===== src/rtl/rx_block_lock.sv =====
// 64b/66b receive block lock, slip control and hi-BER monitor between the RX gearbox and the PCS decoder.
// Data and headers pass through one register stage, and their valids are masked by the current lock state.
module rx_block_lock #(
    parameter int DATA_WIDTH    = 32,
    parameter int LOCK_COUNT    = 64,
    parameter int INVALID_LIMIT = 16,
    parameter int SLIP_WAIT     = 32,
    parameter int BER_WINDOW    = 1000,
    parameter int BER_LIMIT     = 16,
    parameter int ERR_CNT_WIDTH = 16
) (
    input  logic                     xver_rx_clk,
    input  logic                     i_rx_reset,
    input  logic [DATA_WIDTH-1:0]    i_data,
    input  logic [1:0]               i_header,
    input  logic                     i_data_valid,
    input  logic                     i_header_valid,
    input  logic                     i_clear_count,
    output logic                     o_gearbox_slip,
    output logic                     o_block_lock,
    output logic                     o_hi_ber,
    output logic [DATA_WIDTH-1:0]    o_data,
    output logic [1:0]               o_header,
    output logic                     o_data_valid,
    output logic                     o_header_valid,
    output logic [ERR_CNT_WIDTH-1:0] o_err_count
);

    localparam int SH_W   = $clog2(LOCK_COUNT + 1);
    localparam int INV_W  = $clog2(INVALID_LIMIT + 1);
    localparam int WAIT_W = $clog2(SLIP_WAIT + 1);
    localparam int BT_W   = $clog2(BER_WINDOW + 1);
    localparam int BC_W   = $clog2(BER_LIMIT + 1);

    localparam logic [SH_W-1:0]          SH_LAST   = SH_W'(LOCK_COUNT - 1);
    localparam logic [SH_W-1:0]          SH_ONE    = SH_W'(1);
    localparam logic [INV_W-1:0]         INV_LAST  = INV_W'(INVALID_LIMIT - 1);
    localparam logic [INV_W-1:0]         INV_ONE   = INV_W'(1);
    localparam logic [INV_W-1:0]         INV_ZERO  = INV_W'(0);
    localparam logic [WAIT_W-1:0]        WAIT_LAST = WAIT_W'(SLIP_WAIT - 2);
    localparam logic [WAIT_W-1:0]        WAIT_ONE  = WAIT_W'(1);
    localparam logic [BT_W-1:0]          BT_LAST   = BT_W'(BER_WINDOW - 1);
    localparam logic [BT_W-1:0]          BT_ONE    = BT_W'(1);
    localparam logic [BC_W-1:0]          BC_MAX    = BC_W'(BER_LIMIT);
    localparam logic [BC_W-1:0]          BC_ONE    = BC_W'(1);
    localparam logic [BC_W-1:0]          BC_ZERO   = BC_W'(0);
    localparam logic [ERR_CNT_WIDTH-1:0] ERR_MAX   = {ERR_CNT_WIDTH{1'b1}};
    localparam logic [ERR_CNT_WIDTH-1:0] ERR_ONE   = ERR_CNT_WIDTH'(1);

    if ((DATA_WIDTH != 32) && (DATA_WIDTH != 64)) begin : g_bad_width
        $error("rx_block_lock: DATA_WIDTH must be 32 or 64");
    end
    if (SLIP_WAIT < 2) begin : g_bad_wait
        $error("rx_block_lock: SLIP_WAIT must be at least 2");
    end

    typedef enum logic [1:0] {
        S_UNLOCK = 2'd0,
        S_SLIP   = 2'd1,
        S_WAIT   = 2'd2,
        S_LOCK   = 2'd3
    } state_t;

    // A sync header is legal when its two bits differ (01 or 10).
    function automatic logic header_ok(input logic [1:0] hdr);
        return hdr[1] ^ hdr[0];
    endfunction

    state_t              state_r, state_nxt_s;
    logic [SH_W-1:0]     sh_cnt_r, sh_cnt_nxt_s;
    logic [SH_W-1:0]     win_cnt_r, win_cnt_nxt_s;
    logic [INV_W-1:0]    inv_cnt_r, inv_cnt_nxt_s;
    logic [WAIT_W-1:0]   wait_cnt_r, wait_cnt_nxt_s;
    logic [BT_W-1:0]     ber_timer_r;
    logic [BC_W-1:0]     ber_cnt_r;
    logic [BC_W-1:0]     ber_new_s;
    logic                hdr_ok_s, hdr_bad_s, lock_nxt_s;

    assign hdr_ok_s   = i_header_valid & header_ok(i_header);
    assign hdr_bad_s  = i_header_valid & ~header_ok(i_header);
    assign lock_nxt_s = (state_nxt_s == S_LOCK);
    assign ber_new_s  = hdr_bad_s ? BC_ONE : BC_ZERO;

    // Next-state logic for the lock FSM and its header/cycle counters.
    always_comb begin
        state_nxt_s    = state_r;
        sh_cnt_nxt_s   = sh_cnt_r;
        win_cnt_nxt_s  = win_cnt_r;
        inv_cnt_nxt_s  = inv_cnt_r;
        wait_cnt_nxt_s = wait_cnt_r;
        case (state_r)
            S_UNLOCK: begin
                if (hdr_ok_s) begin
                    if (sh_cnt_r == SH_LAST) begin
                        state_nxt_s  = S_LOCK;
                        sh_cnt_nxt_s = '0;
                    end else begin
                        sh_cnt_nxt_s = sh_cnt_r + SH_ONE;
                    end
                end else if (hdr_bad_s) begin
                    state_nxt_s  = S_SLIP;
                    sh_cnt_nxt_s = '0;
                end else begin
                    sh_cnt_nxt_s = sh_cnt_r;
                end
            end
            S_SLIP: begin
                state_nxt_s    = S_WAIT;
                wait_cnt_nxt_s = '0;
            end
            // The slip cycle is the first settle cycle, so slips repeat every SLIP_WAIT+1 cycles.
            S_WAIT: begin
                if (wait_cnt_r == WAIT_LAST) begin
                    state_nxt_s    = S_UNLOCK;
                    wait_cnt_nxt_s = '0;
                end else begin
                    wait_cnt_nxt_s = wait_cnt_r + WAIT_ONE;
                end
            end
            S_LOCK: begin
                if (hdr_bad_s && (inv_cnt_r == INV_LAST)) begin
                    state_nxt_s   = S_SLIP;
                    win_cnt_nxt_s = '0;
                    inv_cnt_nxt_s = '0;
                end else if (i_header_valid && (win_cnt_r == SH_LAST)) begin
                    win_cnt_nxt_s = '0;
                    inv_cnt_nxt_s = '0;
                end else if (i_header_valid) begin
                    win_cnt_nxt_s = win_cnt_r + SH_ONE;
                    inv_cnt_nxt_s = inv_cnt_r + (hdr_bad_s ? INV_ONE : INV_ZERO);
                end else begin
                    win_cnt_nxt_s = win_cnt_r;
                end
            end
            default: begin
                state_nxt_s    = S_UNLOCK;
                sh_cnt_nxt_s   = '0;
                win_cnt_nxt_s  = '0;
                inv_cnt_nxt_s  = '0;
                wait_cnt_nxt_s = '0;
            end
        endcase
    end

    // FSM state, counters and the lock/slip outputs registered from the next state.
    always_ff @(posedge xver_rx_clk or posedge i_rx_reset) begin
        if (i_rx_reset) begin
            state_r        <= S_UNLOCK;
            sh_cnt_r       <= '0;
            win_cnt_r      <= '0;
            inv_cnt_r      <= '0;
            wait_cnt_r     <= '0;
            o_block_lock   <= 1'b0;
            o_gearbox_slip <= 1'b0;
        end else begin
            state_r        <= state_nxt_s;
            sh_cnt_r       <= sh_cnt_nxt_s;
            win_cnt_r      <= win_cnt_nxt_s;
            inv_cnt_r      <= inv_cnt_nxt_s;
            wait_cnt_r     <= wait_cnt_nxt_s;
            o_block_lock   <= lock_nxt_s;
            o_gearbox_slip <= (state_nxt_s == S_SLIP);
        end
    end

    // Hi-BER window; a bad header on the wrap cycle opens the count of the new window.
    always_ff @(posedge xver_rx_clk or posedge i_rx_reset) begin
        if (i_rx_reset) begin
            ber_timer_r <= '0;
            ber_cnt_r   <= '0;
            o_hi_ber    <= 1'b0;
        end else if (!o_block_lock || !lock_nxt_s) begin
            ber_timer_r <= '0;
            ber_cnt_r   <= '0;
            o_hi_ber    <= 1'b0;
        end else if (ber_timer_r == BT_LAST) begin
            ber_timer_r <= '0;
            ber_cnt_r   <= ber_new_s;
            o_hi_ber    <= (ber_cnt_r == BC_MAX) || (ber_new_s == BC_MAX);
        end else begin
            ber_timer_r <= ber_timer_r + BT_ONE;
            if (hdr_bad_s && (ber_cnt_r != BC_MAX)) begin
                ber_cnt_r <= ber_cnt_r + BC_ONE;
                o_hi_ber  <= o_hi_ber | ((ber_cnt_r + BC_ONE) == BC_MAX);
            end else begin
                ber_cnt_r <= ber_cnt_r;
            end
        end
    end

    // Saturating count of bad headers seen while locked; clear wins over a concurrent increment.
    always_ff @(posedge xver_rx_clk or posedge i_rx_reset) begin
        if (i_rx_reset) begin
            o_err_count <= '0;
        end else if (i_clear_count) begin
            o_err_count <= '0;
        end else if (o_block_lock && hdr_bad_s && (o_err_count != ERR_MAX)) begin
            o_err_count <= o_err_count + ERR_ONE;
        end else begin
            o_err_count <= o_err_count;
        end
    end

    // One-cycle datapath stage with valids masked by the lock state at sample time.
    always_ff @(posedge xver_rx_clk or posedge i_rx_reset) begin
        if (i_rx_reset) begin
            o_data         <= '0;
            o_header       <= 2'b00;
            o_data_valid   <= 1'b0;
            o_header_valid <= 1'b0;
        end else begin
            o_data         <= i_data;
            o_header       <= i_header;
            o_data_valid   <= i_data_valid & o_block_lock;
            o_header_valid <= i_header_valid & o_block_lock;
        end
    end

endmodule


===== config.mk =====
export PLATFORM = sky130hd
export DESIGN_NAME = rx_block_lock
export DESIGN_NICKNAME = d
export VERILOG_FILES = /design/src/rtl/rx_block_lock.sv
export SDC_FILE = /design/constraint.sdc
export NUM_CORES = 1
export LEC_CHECK = 0
export BUFFER_PORTS_ARGS = -buffer_cell sky130_fd_sc_hd__buf_4
export CAP_MARGIN = 5
export CELL_PAD_IN_SITES_DETAIL_PLACEMENT = 0
export CELL_PAD_IN_SITES_GLOBAL_PLACEMENT = 2
export CORE_MARGIN = 8
export CORE_UTILIZATION = 37
export DETAILED_ROUTE_END_ITERATION = 10
export PLACE_DENSITY = 0.9
export SKIP_LAST_GASP = 1
export SYNTH_ARGS = -nofsm -noshare
export SYNTH_HDL_FRONTEND = slang
export SYNTH_SLANG_ARGS = --single-unit
export TNS_END_PERCENT = 10

===== constraint.sdc =====
create_clock -name xver_rx_clk -period 7.9 [get_ports xver_rx_clk]
set_clock_uncertainty 0.05 [all_clocks]
set_input_delay 1.185 -clock xver_rx_clk [delete_from_list [all_inputs] [get_ports xver_rx_clk]]
set_output_delay 1.185 -clock xver_rx_clk [all_outputs]
set_load 0.005 [all_outputs]

==> summary.md, run 1 <==
| Metric | Value |
|---|---|
| Warnings from Yosys | 0 |
| First-pass GRT wire length | 16400 um |
| Initial antenna violation count | 0 |
| Hold Buf Count CTS | 0 |
| Netlist cell types | 57 |
| Clock Path Buffers | 2 |
| Max Cap Viol | 0 |
| Crit share post-route | 0.337 |
| Grt total ovfl | 0 |
| Synth top area cells | dfrtp_1 56%, nand2_1 5.0%, ha_1 4.6% |
| Net Sw Power | 0.362 mW |
| Most frequent cells in the layout | 97 x dfrtp_1, 94 x buf_4, 58 x nand2_1, 42 x nor2_1, 19 x o21ai_0 |
| I/O Pins | 94 |
| Crit end category | register |
| Final Hold Fails | 0 |
| Post-Syn Area | 4360 um^2 |
| Combinational share of power | 0.182 |
| CTS H-Tree Depth | 3 |
| Postcts setup bufs | 0 |
| Min-Delay Endpoint | ber_timer_r[0] |
| Slew HR | 0.463 |
| Int Power | 0.920 mW |
| RSZ-0062 raised after global routing | false |
| Worst Path Arrival | 2870 ps |
| Post-DR wirelength/cell | 14.5 um |
| VDD IR max | 0.134 mV |
| Total die area | 15500 um^2 |
| Total power draw | 1.28 mW |
| PwrDens | 232 nW/um^2 |
| Cells after synthesis | 414 |
| R2r worst-path depth | 7 |
| Highest cell delay on the worst timing path | 420 ps |
| Starting DRT DRC Count | 191 |
| Slowest-stage cell, CP | xnor2_2 |
| Hold crit path type | register to register |
| Routed via count | 3271 |
| Mapped Nets | 469 |
| Diode count | 0 |
| Routed wire length | 9500 um |
| CTS clk-pin slew, worst paths | 60 ps |
| Avg Inst Size Synth | 10.5 um^2 |
| Core Box Area | 11500 um^2 |
| Most common cell after layout, fill and taps aside | dfrtp_1 |
| NumNets Final | 564 |
| Hold path cells | 1 |
| Fill count | 1032 |
| Critical path class | input pin to register |
| Crit Reg-Reg Startpoint | state_r[0] |
| Switching Share | 0.282 |
| Num CTS Buffers | 9 |
| Initial Utilization | 0.380 |
| Reg2reg end | o_hi_ber |
| Die W | 125 um |
| Worst-path fanout max | 10 |
| Setup crit start kind | input pin |
| I/O Buffers | 93 |
| CTS root buf | clkbuf_16 |
| Die height | 125 um |
| Yosys reg bits | 97 |
| Outcome | completed |
| Ratio of cells with drive above 1 in the final layout | 0.244 |
| Avg Vias per Cell | 4.99 |
| Worst-Margin Slew | 806 ps |
| Detailed Place HPWL | 6990 um |
| Setup TNS | 0 ps |
| Vias in the first global route | 3400 |
| CP Cell Sequence | buf_4, xnor2_2, nand2_1, clkinv_1, ha_1, ha_1, nand3_1, nor3_1, a21oi_1, o21ai_0 |
| Area Growth Syn to Fin | 26.6% |
| Row count | 39 |
| Tmin final | 2660 ps |
| Largest area contributor in the netlist | dfrtp_1 |
| Post-synthesis sequential area ratio | 0.557 |
| Clock Power Share | 0.363 |
| Endpoints failing setup | 0 |
| Number of enable flip-flop cells after synthesis | 0 |
| Post_cts resized | 0 |
| Clock sinks | 97 |
| P_leak | 2.58 nW |
| R2R Setup Slk | 5660 ps |
| GRT Total Usage | 0.128 |
| DRC Markers | 0 |
| Top_reg_cell synth | dfrtp_1 |
| CTS tree | built |
| Peak Freq | 376 MHz |
| Share of the synthesized area in the top cell type | 0.557 |
| CP required | 8110 ps |
| DRT antenna net count | 0 |
| Hold path start | ber_timer_r[0] |
| GPL Wtd Cong | 0.728 |
| Pin count of the biggest net entering global routing | 65 |
| Asr flop ratio synth | 1.00 |
| Clk_lat worst skew | 340 ps |
| Seq pwr share | 0.455 |
| Final slew viol count | 0 |
| DR pass1 iterations | 4 |
| Cell mode on critical path | ha_1 |
## synthesized netlist by cell type (all sizes together), types with 3 or more instances
master and count:
or4 4, xnor2 12, o311ai 5, nand4 6, nor4 5, dfrtp 97
a31oi 6, clkbuf 7, inv 16, buf 3, ha 16, nand2b 5
and2 4, o31ai 4, nor3b 4, nor2 42, o21ai 28, nand3 20
nand2 58, nor2b 4, xor2 9, nor3 11, mux2i 7, a21oi 12
and3 6
## logic make-up (layout without fill, tap and decap cells)
| kind of cell | Yosys count | after routing | synth area share |
|---|---|---|---|
| AO/OA/AOI/OAI | 66 | 66 | 0.0959 |
| flip-flops | 97 | 97 | 0.557 |
| adder cells (fa/ha/maj) | 16 | 16 | 0.0459 |
| buffers and inverters | 27 | 126 | 0.0244 |
| XOR/XNOR | 21 | 21 | 0.0457 |
| multiplexers | 8 | 8 | 0.0187 |
| AND/OR/NAND/NOR | 179 | 179 | 0.212 |
## per-stage QoR
step	utilization	cell area (um^2)	instances	worst slack (ps)	hold WS [ps]
final	0.481	5520	656	5240	420
after global routing	0.481	5520	656	5040	447
after CTS	0.481	5520	656	5200	425
after detailed placement	0.454	5200	641	4860	416
after global placement	0.454	5200	641	4920	404
after floorplan	-	4360	414	4130	389
## per-layer routing
metal / routed length [um] / global-route usage
met2: 4320 / 0.196
met3: 766 / 0.0579
met4: 108 / 0.0446
met1: 4310 / 0.156
met5: 0 / 0
## area by class of cell
class	instances	area [um^2]	share of cell area
flip-flops and latches	97	2430	0.440
multi-input cells	290	1820	0.331
repair buffers	94	706	0.128
clock buffers	9	225	0.0408
well taps	143	179	0.0324
clock inverters	6	91.3	0.0165
inverters	17	66.3	0.0120
## how the worst max path moves through the flow
stage	from	to	depth (start not counted)
after floorplan	i_rx_reset	ber_cnt_r[0]	1
after global placement	i_header[0]	ber_cnt_r[2]	6
after detailed placement	i_header[0]	ber_timer_r[9]	6
after CTS	i_header[0]	ber_timer_r[1]	6
after global routing	i_header[0]	ber_timer_r[9]	6
final	i_header[0]	inv_cnt_r[4]	10
## worst max-delay path, delay by kind of cell
kind / cells / cell delay (ps)
adders and majority gates: 2 / 370
buffers and inverters: 2 / 270
xor gates and xnor gates: 1 / 420
AOI/OAI and AO/OA: 2 / 180
and+or+nand+nor: 3 / 440
## state kept, by name, summed over array words and instances (netlist names)
| signal | flops |
|---|---|
| state_r | 2 |
| o_header_valid | 1 |
| o_data_valid | 1 |
| ber_timer_r | 10 |
| o_block_lock | 1 |
| inv_cnt_r | 5 |
| o_gearbox_slip | 1 |
| o_hi_ber | 1 |
| sh_cnt_r | 7 |
| ber_cnt_r | 5 |
| o_err_count | 16 |
| o_header | 2 |
| wait_cnt_r | 6 |
| win_cnt_r | 7 |
| o_data | 32 |
## power groups by stage
| stage | clock network (mW) | registers (mW) | logic [mW] |
|---|---|---|---|
| global route | 0.505 | 0.592 | 0.269 |
| global placement | 0 | 0.593 | 0.234 |
| detailed placement | 0 | 0.592 | 0.238 |
| floorplan | 0 | 0.585 | 0.151 |
| CTS | 0.481 | 0.583 | 0.239 |
| finish | 0.465 | 0.583 | 0.233 |
Power figures use the tool's default switching activity.
==> inputs of run 2 (changes only) <==
- ABC_AREA: default -> 1
- CORE_UTILIZATION: 37 -> 33
- PLACE_DENSITY: 0.9 -> 0.84
- clock period: 7.9 -> 2.6 ns (I/O delays scaled with it)
==> summary.md, run 2 <==
| Metric | Value |
|---|---|
| RSZ-0062 raised after global routing | false (unchanged) |
| Clock sinks | 97 (unchanged) |
| Most frequent cells in the layout | 97 x dfrtp_1, 95 x buf_4, 71 x nand2_1, 50 x inv_1, 43 x nor2_1 (was 97 x dfrtp_1, 94 x buf_4, 58 x nand2_1, 42 x nor2_1, 19 x o21ai_0) |
| Clk_lat worst skew | 340 ps (about the same) |
| Initial Utilization | 0.339 (was 0.380) |
| Avg Inst Size Synth | 9.75 um^2 (was 10.5 um^2) |
| Post-synth top cells | 97 x dfrtp_1, 71 x nand2_1, 51 x inv_1 (was 97 x dfrtp_1, 58 x nand2_1, 42 x nor2_1) |
| Final slew viol count | 0 (unchanged) |
| CTS root buf | clkbuf_16 (unchanged) |
| Diode count | 0 (unchanged) |
| Metal-1 WL | 4650 um (was 4310 um) |
| Hold Slack | 100 ps (was 420 ps) |
| Detailed Place HPWL | 7370 um (was 6990 um) |
| Die height | 130 um (was 125 um) |
| Top_reg_cell synth | dfrtp_1 (unchanged) |
| R2R Setup Slk | 640 ps (was 5660 ps) |
| DRT antenna net count | 0 (unchanged) |
| Mapped Nets | 495 (was 469) |
| Clock Path Buffers | 2 (unchanged) |
| Int Power | 2.81 mW (was 0.920 mW) |
| PwrDens | 714 nW/um^2 (was 232 nW/um^2) |
| Total die area | 16900 um^2 (was 15500 um^2) |
| Yosys reg bits | 97 (unchanged) |
| Setup TNS | 0 ps (unchanged) |
| Endpoints failing setup | 0 (unchanged) |
| Combinational share of power | 0.180 (was 0.182) |
| First-pass GRT wire length | 16200 um (was 16400 um) |
| I/O Pins | 94 (unchanged) |
| Crit end category | register (unchanged) |
| Number of enable flip-flop cells after synthesis | 0 (unchanged) |
| Crit share post-route | 0.755 |
| Worst Path Arrival | 2170 ps (was 2870 ps) |
| Seq pwr share | 0.447 (was 0.455) |
| CTS tree | built (unchanged) |
| GPL Wtd Cong | 0.787 (was 0.728) |
| Grt total ovfl | 0 (unchanged) |
| CTS clk-pin slew, worst paths | 70 ps (was 60 ps) |
| Share of the synthesized area in the top cell type | 0.566 (was 0.557) |
| Warnings from Yosys | 0 (unchanged) |
| Cells after synthesis | 440 (was 414) |
| Row count | 41 (was 39) |
| Avg Vias per Cell | 4.48 (was 4.99) |
| GRT Total Usage | 0.120 (was 0.128) |
| Hold crit path type | input pin to register (was register to register) |
| Postcts setup bufs | 0 (unchanged) |
| Outcome | completed (unchanged) |
| I/O Buffers | 93 (unchanged) |
| Hold Buf Count CTS | 0 (unchanged) |
| Routed wire length | 9670 um (was 9500 um) |
| Switching Share | 0.291 (was 0.282) |
| Initial antenna violation count | 0 (unchanged) |
| Core Box Area | 12700 um^2 (was 11500 um^2) |
| Met3 routed WL | 565 um (was 766 um) |
| Peak Freq | 510 MHz |
| Tmin final | 1960 ps |
| Pin count of the biggest net entering global routing | 50 (was 65) |
| Num CTS Buffers | 9 (unchanged) |
| Top reg by flops | o_data (unchanged) |
| Post_cts resized | 0 (unchanged) |
| CTS H-Tree Depth | 3 (unchanged) |
| Largest area contributor in the netlist | dfrtp_1 (unchanged) |
| Worst-path fanout max | 11 (was 10) |
| WL met2 | 4390 um (was 4320 um) |
| Max reg flops | 32 (unchanged) |
| Area Growth Syn to Fin | 29.2% (was 26.6%) |
| Routed via count | 3227 (was 3271) |
| Setup crit start kind | register (was input pin) |
| Most common cell after layout, fill and taps aside | dfrtp_1 (unchanged) |
| Post-DR wirelength/cell | 13.4 um (was 14.5 um) |
| CP required | 2810 ps (was 8110 ps) |
| DRC Markers | 0 (unchanged) |
| P_leak | 2.60 nW (was 2.58 nW) |
| Top Registers | o_data x32, o_err_count x16, ber_timer_r x10 (unchanged) |
| Post-Syn Area | 4290 um^2 (was 4360 um^2) |
| Die W | 130 um (was 125 um) |
| Vias in the first global route | 3260 (was 3400) |
| Starting DRT DRC Count | 211 (was 191) |
| Asr flop ratio synth | 1.00 (unchanged) |
| Netlist cell types | 41 (was 57) |
| Slew HR | 0.569 (was 0.463) |
| Final Hold Fails | 0 (unchanged) |
| Ratio of cells with drive above 1 in the final layout | 0.262 (was 0.244) |
| Critical path class | register to register (was input pin to register) |
| Post-synthesis sequential area ratio | 0.566 (was 0.557) |
| Net Sw Power | 1.15 mW (was 0.362 mW) |
| NumNets Final | 599 (was 564) |
| Highest Signal Layer | met4 (unchanged) |
| Final core utilization | 0.438 (was 0.481) |
| Max Cap Viol | 0 (unchanged) |
| Clock Power Share | 0.373 (was 0.363) |
| Synth top area cells | dfrtp_1 57%, nand2_1 6.2%, ha_1 4.7% (was dfrtp_1 56%, nand2_1 5.0%, ha_1 4.6%) |
| DR pass1 iterations | 5 (was 4) |
| Most common cell in the synthesized netlist | dfrtp_1 (unchanged) |
| Worst-Margin Slew | 641 ps (was 806 ps) |
| VDD IR max | 0.296 mV (was 0.134 mV) |
-- run 2: changes by cell type after synthesis, moves of 6 or more --
cell	delta
nor2_2	+12
nand2_1	+13
inv_1	+36
nand3_1	+11
xnor2_1	-6
nor3_1	+7
xor2_1	+7
o21ai_1	-6
mux2i_1	-6
clkbuf_1	-6
-- run 2: stage by stage --
stage	instances	instance area [um^2]	total power, mW	setup WS (ps)
after floorplan	440	4300	2.25	907
after global placement	705	5210	2.51	574
after detailed placement	705	5210	2.53	547
after CTS	721	5550	4.03	627
after global routing	721	5550	4.21	401
final	721	5550	3.96	638
-- run 2: cells by family (layout without fill, tap and decap cells) --
logic type / after synthesis / in the layout / synth area share
AND/OR/NAND/NOR: 203 / 203 / 0.231
flip-flops: 97 / 97 / 0.566
buffers and inverters: 59 / 168 / 0.0542
AO/OA/AOI/OAI: 44 / 44 / 0.0589
XOR/XNOR: 20 / 20 / 0.0408
adder cells (fa/ha/maj): 16 / 16 / 0.0466
multiplexers: 1 / 1 / 0.00233
-- run 2: cell type report --
cell class	instances	area, um^2
Clock buffer	9	225
Clock inverter	7	111
Fill cell	1221	7130
Inverter	57	221
Multi-Input combinational cell	284	1630
Sequential cell	97	2430
Tap cell	172	215
Timing Repair Buffer	95	713
-- run 2: layer usage --
metal  vias to the layer above  GRT usage
met4                         0     0.0471
met1                      1503      0.159
li1                       1639          -
met3                         7     0.0282
met2                        78      0.187
met5                         -          0
-- run 2: final timing paths --
kind / startpoint / to / depth (start not counted)
setup / recovery: sh_cnt_r[0] / ber_timer_r[5] / 13
hold / removal: i_data[2] / o_data[2] / 1
setup reg to reg: sh_cnt_r[0] / ber_timer_r[5] / 13
hold reg to reg: ber_timer_r[0] / ber_timer_r[0] / 1
max in group asynchronous: i_rx_reset / ber_cnt_r[0] / 3
min in group asynchronous: i_rx_reset / o_data[8] / 3
-- run 2: critical path, cell delays in order (launching register included) --
cell	delay, ps
dfrtp_1	350
ha_1	170
nand2_1	80
nor2_2	110
nand3_2	90
nor2_2	110
nand2_1	90
nand2_1	80
nand2_2	60
nand2_4	90
nand2_4	60
nor2_4	100
nand2_2	220
nor3_1	200
-- run 2: power groups by stage --
stage          clock network [mW]  logic, mW  registers (mW)
6_report                     1.48      0.713            1.77
4_1_cts                      1.54      0.729            1.77
5_1_grt                      1.60      0.822            1.79
3_3_place_gp                    0      0.715            1.80
2_1_floorplan                   0      0.473            1.78
3_5_place_dp                    0      0.726            1.80
==> inputs of run 3 (changes only) <==
- CORE_UTILIZATION: 33 -> 30
- PLACE_DENSITY: 0.84 -> 0.81
- clock period: 2.6 -> 1.6 ns (I/O delays scaled with it)
==> summary.md, run 3 (synthesis gave the netlist of run 2 again) <==
| Metric | Value |
|---|---|
| Worst Path Arrival | 2060 ps (was 2170 ps) |
| CTS H-Tree Depth | 3 (unchanged) |
| NumNets Final | 721 (was 599) |
| Top Registers | o_data x32, o_err_count x16, ber_timer_r x10 (unchanged) |
| RSZ-0062 raised after global routing | true (was false) |
| Placed Cells | 796 (was 705) |
| Most common cell after layout, fill and taps aside | buf_4 (was dfrtp_1) |
| Top reg by flops | o_data (unchanged) |
| Hold crit path type | input pin to register (unchanged) |
| GRT Total Usage | 0.119 (was 0.120) |
| Area Growth Syn to Fin | 54.5% (was 29.2%) |
| Worst-Margin Slew | 367 ps (was 641 ps) |
| Total power draw | 6.92 mW (was 3.96 mW) |
| Final WS setup | -238 ps (was 638 ps) |
| Final Hold Fails | 0 (unchanged) |
| Max Cap Viol | 0 (unchanged) |
| CTS root buf | clkbuf_16 (unchanged) |
| Fill count | 1274 (was 1221) |
| Layout Cells excl Fill | 851 (was 721) |
| Pin count of the biggest net entering global routing | 54 (was 50) |
| Setup crit start kind | register (unchanged) |
| Vias in the first global route | 3723 (was 3260) |
| Routed via count | 3670 (was 3227) |
| Outcome | finished with violations (was completed) |
| Core Box Area | 13900 um^2 (was 12700 um^2) |
| GPL Wtd Cong | 0.792 (was 0.787) |
| Max reg flops | 32 (unchanged) |
| Final core utilization | 0.476 (was 0.438) |
| Peak Freq | 544 MHz (was 510 MHz) |
| Post-DP Area | 5880 um^2 (was 5210 um^2) |
| Setup TNS | -4680 ps (was 0 ps) |
| CTS tree | built (unchanged) |
| Routed wire length | 10600 um (was 9670 um) |
| Row count | 43 (was 41) |
| Hold Slack | 27.4 ps (was 100 ps) |
| CTS clk-pin slew, worst paths | 70 ps (about the same) |
| VDD IR max | 0.613 mV (was 0.296 mV) |
| Most frequent cells in the layout | 179 x buf_4, 97 x dfrtp_1, 70 x nand2_1, 49 x inv_1, 42 x nor2_1 (was 97 x dfrtp_1, 95 x buf_4, 71 x nand2_1, 50 x inv_1, 43 x nor2_1) |
| Tmin final | 1840 ps (was 1960 ps) |
| Num CTS Buffers | 9 (unchanged) |
| CP required | 1820 ps (was 2810 ps) |
| Clock sinks | 97 (unchanged) |
| Initial Utilization | 0.308 (was 0.339) |
| First-pass GRT wire length | 17600 um (was 16200 um) |
| Diode count | 0 (unchanged) |
| Critical path class | register to register (unchanged) |
| I/O Pins | 94 (unchanged) |
| Slew HR | 0.753 (was 0.569) |
| Ratio of cells with drive above 1 in the final layout | 0.358 (was 0.262) |
| Post-DR wirelength/cell | 12.4 um (was 13.4 um) |
| Detailed Place HPWL | 7740 um (was 7370 um) |
| Final slew viol count | 0 (unchanged) |
| Avg Vias per Cell | 4.31 (was 4.48) |
| Failing checks | setup timing |
| Crit share post-route | 1.15 (was 0.755) |
| Die height | 136 um (was 130 um) |
| Crit end category | register (unchanged) |
| Die W | 136 um (was 130 um) |
| Starting DRT DRC Count | 213 (was 211) |
| P_leak | 3.19 nW (was 2.60 nW) |
| DRC Markers | 0 (unchanged) |
| I/O Buffers | 93 (unchanged) |
| Endpoints failing setup | 31 (was 0) |
| Initial antenna violation count | 0 (unchanged) |
| Clock Path Buffers | 2 (unchanged) |
| DR pass1 iterations | 4 (was 5) |
| Worst-path fanout max | 6 (was 11) |
| Finished Cell Area | 6630 um^2 (was 5550 um^2) |
| Clk_lat worst skew | 350 ps (was 340 ps) |
| PwrDens | 1040 nW/um^2 (was 714 nW/um^2) |
| DP Worst Slack | -348 ps (was 547 ps) |
| Grt total ovfl | 0 (unchanged) |
| DRT antenna net count | 0 (unchanged) |
| Total die area | 18400 um^2 (was 16900 um^2) |
==> run 3: changes by cell type in the layout (fill, tap and decap cells not counted), sizes merged <==
| cell | change |
|---|---|
| clkinv | -1 |
| buf | +87 |
| inv | +2 |
| dlygate4sd3 | +35 |
| bufinv | -1 |
==> run 3: layer usage <==
layer / share of wire / vias up / wire, um / track usage
met5: 0 / - / 0 / 0
met4: 0.016 / 0 / 169 / 0.0481
met3: 0.074 / 13 / 782 / 0.0315
met2: 0.45 / 87 / 4780 / 0.192
met1: 0.46 / 1694 / 4830 / 0.147
li1: - / 1876 / - / -
==> run 3: cell type report <==
| class | instances | area [um^2] | share of cell area |
|---|---|---|---|
| multi-input cells | 284 | 1690 | 0.254 |
| clock inverters | 7 | 92.6 | 0.0140 |
| flip-flops and latches | 97 | 2430 | 0.366 |
| well taps | 180 | 225 | 0.0340 |
| repair buffers | 217 | 1750 | 0.264 |
| clock buffers | 9 | 225 | 0.0340 |
| inverters | 57 | 221 | 0.0334 |
==> run 3: worst max-delay path, stage by stage, from the launching register on <==
cell     delay (ps)
dfrtp_1         390
ha_1            230
nand3_1         150
nor3_1           70
nand3_1         120
nand3_4         130
nor2_2          180
buf_4           150
a21o_1          100
nand2_1          40
a31oi_1         140
==> run 3: worst paths after layout <==
check | to | start | cells past startpoint | slack, ps
max | o_err_count[10] | o_err_count[0] | 10 | -240
min | o_data_valid | i_data_valid | 3 | 30
max reg2reg | o_err_count[10] | o_err_count[0] | 10 | -240
min reg2reg | win_cnt_r[1] | win_cnt_r[1] | 2 | 460
max in group asynchronous | ber_timer_r[7] | i_rx_reset | 4 | 750
min in group asynchronous | o_data[7] | i_rx_reset | 4 | 480
==> run 3: report_power, final <==
group	leakage, nW	internal [mW]	total, mW	switching, mW
clock	0.158	1.27	2.31	1.05
sequential	1.26	2.68	2.81	0.133
combinational	1.77	0.921	1.80	0.875
total	3.19	4.87	6.92	2.06
==> run 3: what timing repair did <==
item,4_1_cts,5_1_grt
hold buffers,35,0
gates resized for setup,1,12
endpoints found under the setup margin,38,53
pin swaps,0,1
setup buffers,0,4
endpoints found under the hold margin,131,0
